### src/rtl/decade_chain_ctrl.sv
// Command-driven sequencer for a chain of cascaded BCD (mod-10) digits with a latched terminal count.
// Optional build macro DECADE_CHAIN_AUTO_RELOAD_EN: restart from zero at the limit instead of stopping in DONE.
module decade_chain_ctrl #(
  parameter int DIGITS = 4,
  parameter int CMD_W  = 2
) (
  input  logic                  clk,
  input  logic                  clr,
  input  logic                  cmd_valid,
  input  logic [CMD_W-1:0]      cmd_op,
  output logic                  cmd_ready,
  input  logic [4*DIGITS-1:0]   limit,
  input  logic                  tick,
  output logic [4*DIGITS-1:0]   count,
  output logic [1:0]            state,
  output logic                  busy,
  output logic                  done,
  output logic                  err
);

  localparam int W = 4 * DIGITS;

  localparam logic [1:0] ST_IDLE  = 2'b00;
  localparam logic [1:0] ST_RUN   = 2'b01;
  localparam logic [1:0] ST_PAUSE = 2'b10;
  localparam logic [1:0] ST_DONE  = 2'b11;

  localparam logic [CMD_W-1:0] OP_START  = CMD_W'(0);
  localparam logic [CMD_W-1:0] OP_PAUSE  = CMD_W'(1);
  localparam logic [CMD_W-1:0] OP_RESUME = CMD_W'(2);

  // Every nibble must be a decimal digit for a limit to be accepted.
  function automatic logic bcd_ok(input logic [W-1:0] v);
    logic ok;
    ok = 1'b1;
    for (int i = 0; i < DIGITS; i++) begin
      if (v[4*i +: 4] > 4'd9) ok = 1'b0;
    end
    return ok;
  endfunction

  // Full-ripple BCD increment: every carry settles within the same clock.
  function automatic logic [W-1:0] bcd_inc(input logic [W-1:0] v);
    logic [W-1:0] r;
    logic         carry;
    r     = v;
    carry = 1'b1;
    for (int i = 0; i < DIGITS; i++) begin
      if (carry) begin
        if (v[4*i +: 4] == 4'd9) begin
          r[4*i +: 4] = 4'd0;
        end else begin
          r[4*i +: 4] = v[4*i +: 4] + 4'd1;
          carry       = 1'b0;
        end
      end
    end
    return r;
  endfunction

  logic [W-1:0] term_count;
  logic         done_pend;
  logic         pend_quiet;

  logic [1:0]   state_nxt;
  logic [W-1:0] count_nxt;
  logic [W-1:0] term_nxt;
  logic         err_nxt;
  logic         pend_nxt;
  logic         quiet_nxt;
  logic         done_nxt;
  logic         ready_nxt;

  logic         cmd_acc;
  logic [W-1:0] count_inc;

  assign cmd_acc   = cmd_valid && cmd_ready;
  assign count_inc = bcd_inc(count);
  assign busy      = (state == ST_RUN) || (state == ST_PAUSE);

  // NOTE: every signal driven here gets a default first so no path can infer a latch.
  always_comb begin
    state_nxt = state;
    count_nxt = count;
    term_nxt  = term_count;
    err_nxt   = err;
    pend_nxt  = 1'b0;
    quiet_nxt = 1'b0;
    done_nxt  = done_pend;

    if (cmd_acc) begin
      case (cmd_op)
        OP_START: begin
          if ((state == ST_IDLE) || (state == ST_DONE)) begin
            if (!bcd_ok(limit)) begin
              err_nxt = 1'b1;
            end else begin
              term_nxt  = limit;
              count_nxt = '0;
              err_nxt   = 1'b0;
              if (limit == '0) begin
                state_nxt = ST_DONE;
                pend_nxt  = 1'b1;
              end else begin
                state_nxt = ST_RUN;
              end
            end
          end else begin
            err_nxt = 1'b1;
          end
        end
        OP_PAUSE: begin
          if (state == ST_RUN) state_nxt = ST_PAUSE;
          else                 err_nxt   = 1'b1;
        end
        OP_RESUME: begin
          if (state == ST_PAUSE) state_nxt = ST_RUN;
          else                   err_nxt   = 1'b1;
        end
        default: begin
          // ABORT is legal from any state and cancels a pending done pulse.
          state_nxt = ST_IDLE;
          count_nxt = '0;
          done_nxt  = 1'b0;
        end
      endcase
    end else if ((state == ST_RUN) && tick) begin
      if (count_inc == term_count) begin
`ifdef DECADE_CHAIN_AUTO_RELOAD_EN
        count_nxt = '0;
        pend_nxt  = 1'b1;
        quiet_nxt = 1'b1;
`else
        count_nxt = count_inc;
        state_nxt = ST_DONE;
        pend_nxt  = 1'b1;
`endif
      end else begin
        count_nxt = count_inc;
      end
    end

    // The handshake stalls only for a terminal done pulse, never a periodic one.
    ready_nxt = !(done_nxt && !pend_quiet);
  end

  // NOTE: sequential state uses non-blocking assignments so all registers update together.
  always_ff @(posedge clk) begin
    if (clr) begin
      state      <= ST_IDLE;
      count      <= '0;
      term_count <= '0;
      err        <= 1'b0;
      done       <= 1'b0;
      done_pend  <= 1'b0;
      pend_quiet <= 1'b0;
      cmd_ready  <= 1'b0;
    end else begin
      state      <= state_nxt;
      count      <= count_nxt;
      term_count <= term_nxt;
      err        <= err_nxt;
      done       <= done_nxt;
      done_pend  <= pend_nxt;
      pend_quiet <= quiet_nxt;
      cmd_ready  <= ready_nxt;
    end
  end

endmodule

### config.mk
export PLATFORM = sky130hd
export DESIGN_NAME = decade_chain_ctrl
export DESIGN_NICKNAME = d
export VERILOG_FILES = /design/src/rtl/decade_chain_ctrl.sv
export SDC_FILE = /design/constraint.sdc
export NUM_CORES = 1
export LEC_CHECK = 0
export BUFFER_PORTS_ARGS = -buffer_cell sky130_fd_sc_hd__buf_4
export CAP_MARGIN = 20
export CORE_MARGIN = 2
export CORE_UTILIZATION = 35
export DETAILED_ROUTE_END_ITERATION = 16
export HOLD_SLACK_MARGIN = 0.12
export PLACE_DENSITY_LB_ADDON = 0.08
export RECOVER_POWER = 100
export SYNTH_ARGS = -nofsm -noshare
export SYNTH_HDL_FRONTEND = slang
export SYNTH_SLANG_ARGS = --single-unit
export TNS_END_PERCENT = 10
### constraint.sdc
create_clock -name clk -period 6.1 [get_ports clk]
set_clock_uncertainty 0.1 [all_clocks]
set_input_delay 0.915 -clock clk [delete_from_list [all_inputs] [get_ports clk]]
set_output_delay 0.915 -clock clk [all_outputs]
set_load 0.02 [all_outputs]
# Word level (Yosys, flattened, before mapping)
# Cells that the tools add are included.
# W data, S select, Z words.
dict set report totals {
  word_cells 96
  register_bits 38
  input_bits 22
  out_inout_bits 22
}
dict set report classes {
  n_reduce_logical 17
  n_lt_le_gt_ge 4
  n_eq_ne 17
  add_sub_neg 4
  mux 47
}
# op count
set ops {}
lappend ops {{$mux W16} 4}
lappend ops {{$pmux W16 S2} 1}
lappend ops {{$mux W4} 7}
lappend ops {{$mux W1} 25}
lappend ops {{$add A4 B1 Y4 const B} 4}
lappend ops {{$eq A16 B16 Y1} 1}
lappend ops {{$eq A4 B4 Y1 const B} 4}
lappend ops {{$gt A4 B4 Y1 const B} 4}
lappend ops {{$logic_not A16 Y1} 1}
lappend ops {{$mux W2} 8}
lappend ops {{$ne A3 B3 Y1 const B} 4}
lappend ops {{$reduce_and A4 Y1} 3}
lappend ops {{$eq A2 B2 Y1 const B} 3}
lappend ops {{$ne A2 B2 Y1 const B} 3}
lappend ops {{$pmux W2 S3} 1}
lappend ops {{$reduce_and A6 Y1} 1}
lappend ops {{$eq A2 B1 Y1 const B} 2}
lappend ops {{$logic_not A2 Y1} 2}
lappend ops {{$reduce_bool A2 Y1} 2}
lappend ops {{$pmux W1 S3} 1}
lappend ops {{$reduce_bool A3 Y1} 1}
lappend ops {{$reduce_or A3 Y1} 1}
lappend ops {{$logic_and A1 B1 Y1} 2}
lappend ops {{$logic_or A1 B1 Y1} 2}
lappend ops {{other kinds (2)} 2}

# Longest topological paths before layout
dict set report logic_depth {
  depth_word 12
  ltp_mapped 10
  mapped_depth_nobuf 9
}

# Worst setup path after synthesis
# No wires, ideal clock.
dict set report synth_timing {
  path_kind {input to register}
  start {in limit[5]}
  end {reg term_count[10]}
  arrival_time_ns 2.381
  required_time_ns 5.872
  stages 7
  setup_slack_ns 3.491
  setup_ns 0.128
  path_buffers 1
  path_cell_list {o21ai_0 and4_1 nand2_1 nor2_1 buf_2 mux2i_1 nor2_1}
}
dict set report synth_between {
  elab_chain_cells 8
}
# item line
set synth_lines {}
lappend synth_lines {{start: declaration} 12} ;# input logic [4*DIGITS-1:0] limit,
lappend synth_lines {{$gt A4 B4 Y1} 37} ;# if (v[4*i +: 4] > 4'd9) ok = 1'b0;
lappend synth_lines {{$mux W1 (3 in series)} 37}
lappend synth_lines {{$mux W1} 94} ;# if ((state == ST_IDLE) || (state == ST_DONE)) begin
lappend synth_lines {{$mux W1} 92} ;# case (cmd_op)
lappend synth_lines {{$mux W1} 91} ;# if (cmd_acc) begin
lappend synth_lines {{$reduce_and A4 Y1 (no source line)} -}
lappend synth_lines {{end signal: assignment} 161} ;# term_count <= term_nxt;
lappend synth_lines {{end: declaration} 61} ;# logic [W-1:0] term_count;
# No other way between the ends. The select of a mux whose other input is x is not followed.
# A chain may end at the register's enable or synchronous reset.

# Final worst setup path
dict set report layout_timing {
  start {in cmd_valid}
  end {reg count[8]}
}
dict set report layout_between {
  elab_chain_cells 3
  word_cells_on_any_way 7
  cone_classes {eq/ne (3); mux (1); reduce/logical (3)}
}
# item line
set layout_lines {}
lappend layout_lines {{start: declaration} 9} ;# input logic cmd_valid,
lappend layout_lines {{$logic_and A1 B1 Y1 (*)} 77} ;# assign cmd_acc = cmd_valid && cmd_ready;
lappend layout_lines {{$ne A3 B3 Y1 (no source line), or another cell as far along} -}
lappend layout_lines {{$reduce_and A4 Y1 (no source line)} -}
lappend layout_lines {{end signal: assignment} 160} ;# count <= count_nxt;
lappend layout_lines {{end: declaration} 14} ;# output logic [4*DIGITS-1:0] count,
# Every way passes the cells marked *; elsewhere a longest branch is shown, timed or not.

==> results.cfg <==
[critical_path]
crit_required_ps = 6230
path_class = input pin to flip-flop
worstPathArrival_ps = 3200
reg2reg_depth = 8
crit_fanout = 13
endpoint = count[8]
r2r_setup_slack_ps = 3140
r2r-start = count[4]
start_kind = input pin
cp-startpoint = cmd_valid
r2r-end = state[1]
critPathCaptureType = flip-flop

[layout]
fin_area_mm2 = 0.00297
n_antenna_cell = 0
final_cell_mix = 38 x nor2_1, 38 x dfxtp_1, 29 x clkbuf_1
register_area_um2 = 761
area_delta_synth_final_pct = 14.0
drive_gt1_share_pct = 8.40
nets = 390
multi_input_area_mm2 = 0.00170
fillers = 811
finish.utilization_pct = 41.1

[detailed_routing]
via_per_inst = 5.43
firstDrtPassIters = 4
avgRoutedWirePerCell_um = 15.8
drt_iter0_drc = 137
drc = 0
ant_nets = 0
num_vias = 2477
drt-total-wl_um = 7210

[logic_synthesis]
synth_edf_count = 0
synth_nets = 355
ys_warn_count = 0
synth.distinct_cells = 57
syn_inst = 321
avgSynthCellArea_um2 = 8.11
yosysTopAreaCell = dfxtp_1
async_flop_share_pct = 0
yosysTopAreaCellShare_pct = 29.2
syn_area_mm2 = 0.00260
synth.yosys.seq_area_share_pct = 29.2
synth-main-ff-cell = dfxtp_1
ys_ff_latch = 38
synth_area_leaders = dfxtp_1 29%, mux2i_1 6.9%, ha_1 5.8%

[sta]
tns_ps = 0
tightest_slew_ps = 1150
min_period_ps = 3070
post-route-period-util_pct = 50.4
setup_viol = 0
worst_slack_ps = 3030
rsz0062_at_grt = no
finalMaxSlewViolations = 0
clock.fmax_mhz = 326
max-slew-margin-rel_pct = 23.7
hold_violations = 0

[placed_design]
gp_congestion = 0.847
place_ws_ps = 2990
port_buffers = 43
placed_area_mm2 = 0.00297
dp_hpwl_um = 5280

[clock_network]
clockBufferDepth = 2
hold_buffers = 0
cts.sinks = 38
post_cts_resized = 0
cts_buffers = 5
postCtsSetupBuffers = 0
clk_latency_ps = 290
clk_pin_slew_worst_paths_ps = 80
tritoncts = yes
cts_root_buffer = clkbuf_8
htreeDepth = 2

[status]
status = finished, final reports clean

[global_route]
busiest_layer = met2
grt_overflow = 0
grt_max_degree = 39
grt_util_met3_pct = 3.10
grt_pass1_wl_um = 11700
use_met2_pct = 26.5
grt_usage_pct = 17.6
antenna_found_initial = 0
grt_pass1_vias = 2257
met1_usage_pct = 26.0

[power_and_ir_drop]
switchingPower_w = 0.000119
powerDensity_mw_per_mm2 = 171
power_frac_clock_pct = 42.9
p_seq_share_pct = 49.5
total_leakage_power_nw = 1.06
share_comb_of_total_power_pct = 7.6
internal-power_w = 0.000388
netSwitchingFraction_pct = 23.4
ir_worst_vdd_v = 0.000124

[die]
die_area_mm2 = 0.00814
initial_core_util_pct = 36.1
die_height_um = 90.2
die_w_um = 90.2
io-pin-count = 44
fp.coreArea_mm2 = 0.00721
row_count = 31

[min_path]
hold_class = flip-flop to flip-flop

[job]
drv_cap = 0
-- worst min-delay path by stage --
stage / start / to / slack (ps) / cells past startpoint
2_1_floorplan: done_pend / cmd_ready / 310 / 1
3_3_place_gp: done_pend / cmd_ready / 330 / 1
3_5_place_dp: done_pend / done / 330 / 2
4_1_cts: done_pend / done / 350 / 2
5_1_grt: done_pend / cmd_ready / 370 / 1
6_report: done_pend / done / 340 / 2
-- synthesized netlist by cell type (all sizes together), types with 2 or more instances --
cell type,number
dfxtp,38
nand3,10
nor2,38
xor2,7
nor4,16
and3b,3
nor2b,7
nand2,19
o311ai,2
or4,5
nor4bb,2
ha,12
buf,10
mux2i,18
inv,11
and2,2
nand4,3
o31ai,3
a21oi,23
nor3b,2
o211ai,2
nand2b,5
and3,4
nor3,11
xnor2,6
a21o,4
nand4b,2
nand3b,2
o21ai,19
a31oi,2
and4,2
a22oi,4
clkbuf,7
a2111oi,2
a211oi,2
-- worst max-delay path, cell delays in order --
cell	delay, ps
clkbuf_1	110
nand2_1	190
nand3_1	460
a2bb2oi_1	130
o21ai_0	490
clkbuf_1	480
nand2b_1	210
nand2_1	60
a21oi_1	150
-- layout make-up --
class / instances / share of cell area [%]
multi-input combinational: 255 / 57.2
sequential: 38 / 25.6
timing repair buffer: 45 / 7.97
tap: 99 / 4.18
clock buffer: 7 / 2.57
inverter: 11 / 1.39
clock inverter: 1 / 1.01
-- power groups by stage --
stage,Clock [W],Combinational (W),Sequential (W)
after floorplan,0,0.0000190,0.000258
after global placement,0,0.0000415,0.000257
after detailed placement,0,0.0000411,0.000257
after CTS,0.000224,0.0000412,0.000251
after global routing,0.000234,0.0000433,0.000251
final,0.000217,0.0000386,0.000251
-- logic make-up after synthesis --
kind of cell | count (synthesis) | synth area share [%]
xor gates and xnor gates | 13 | 4.38
and+or+nand+nor | 138 | 30.4
adders and majority gates | 12 | 5.77
AOI/OAI and AO/OA | 74 | 18.2
DFF | 38 | 29.2
buffers and inverters | 28 | 5.10
muxes | 18 | 6.92
-- stage by stage --
step / hold WS [ps] / cells / power [W]
final: 343 / 456 / 0.000507
after CTS: 347 / 456 / 0.000516
after global placement: 329 / 448 / 0.000298
after detailed placement: 333 / 448 / 0.000298
after global routing: 366 / 456 / 0.000529
after floorplan: 308 / 321 / 0.000277
-- state kept, by name, indices dropped and copies added, names as in the netlist --
signal      count
state           2
count          16
err             1
term_count     16
done            1
done_pend       1
cmd_ready       1
-- routing by layer --
layer  part of all wire, %  vias up
met5                     0        -
met4                  0.92        0
met3                   3.6        7
met2                    43       52
met1                    53     1167
li1                      -     1251
Note: power is estimated with default switching activity, not from simulation.
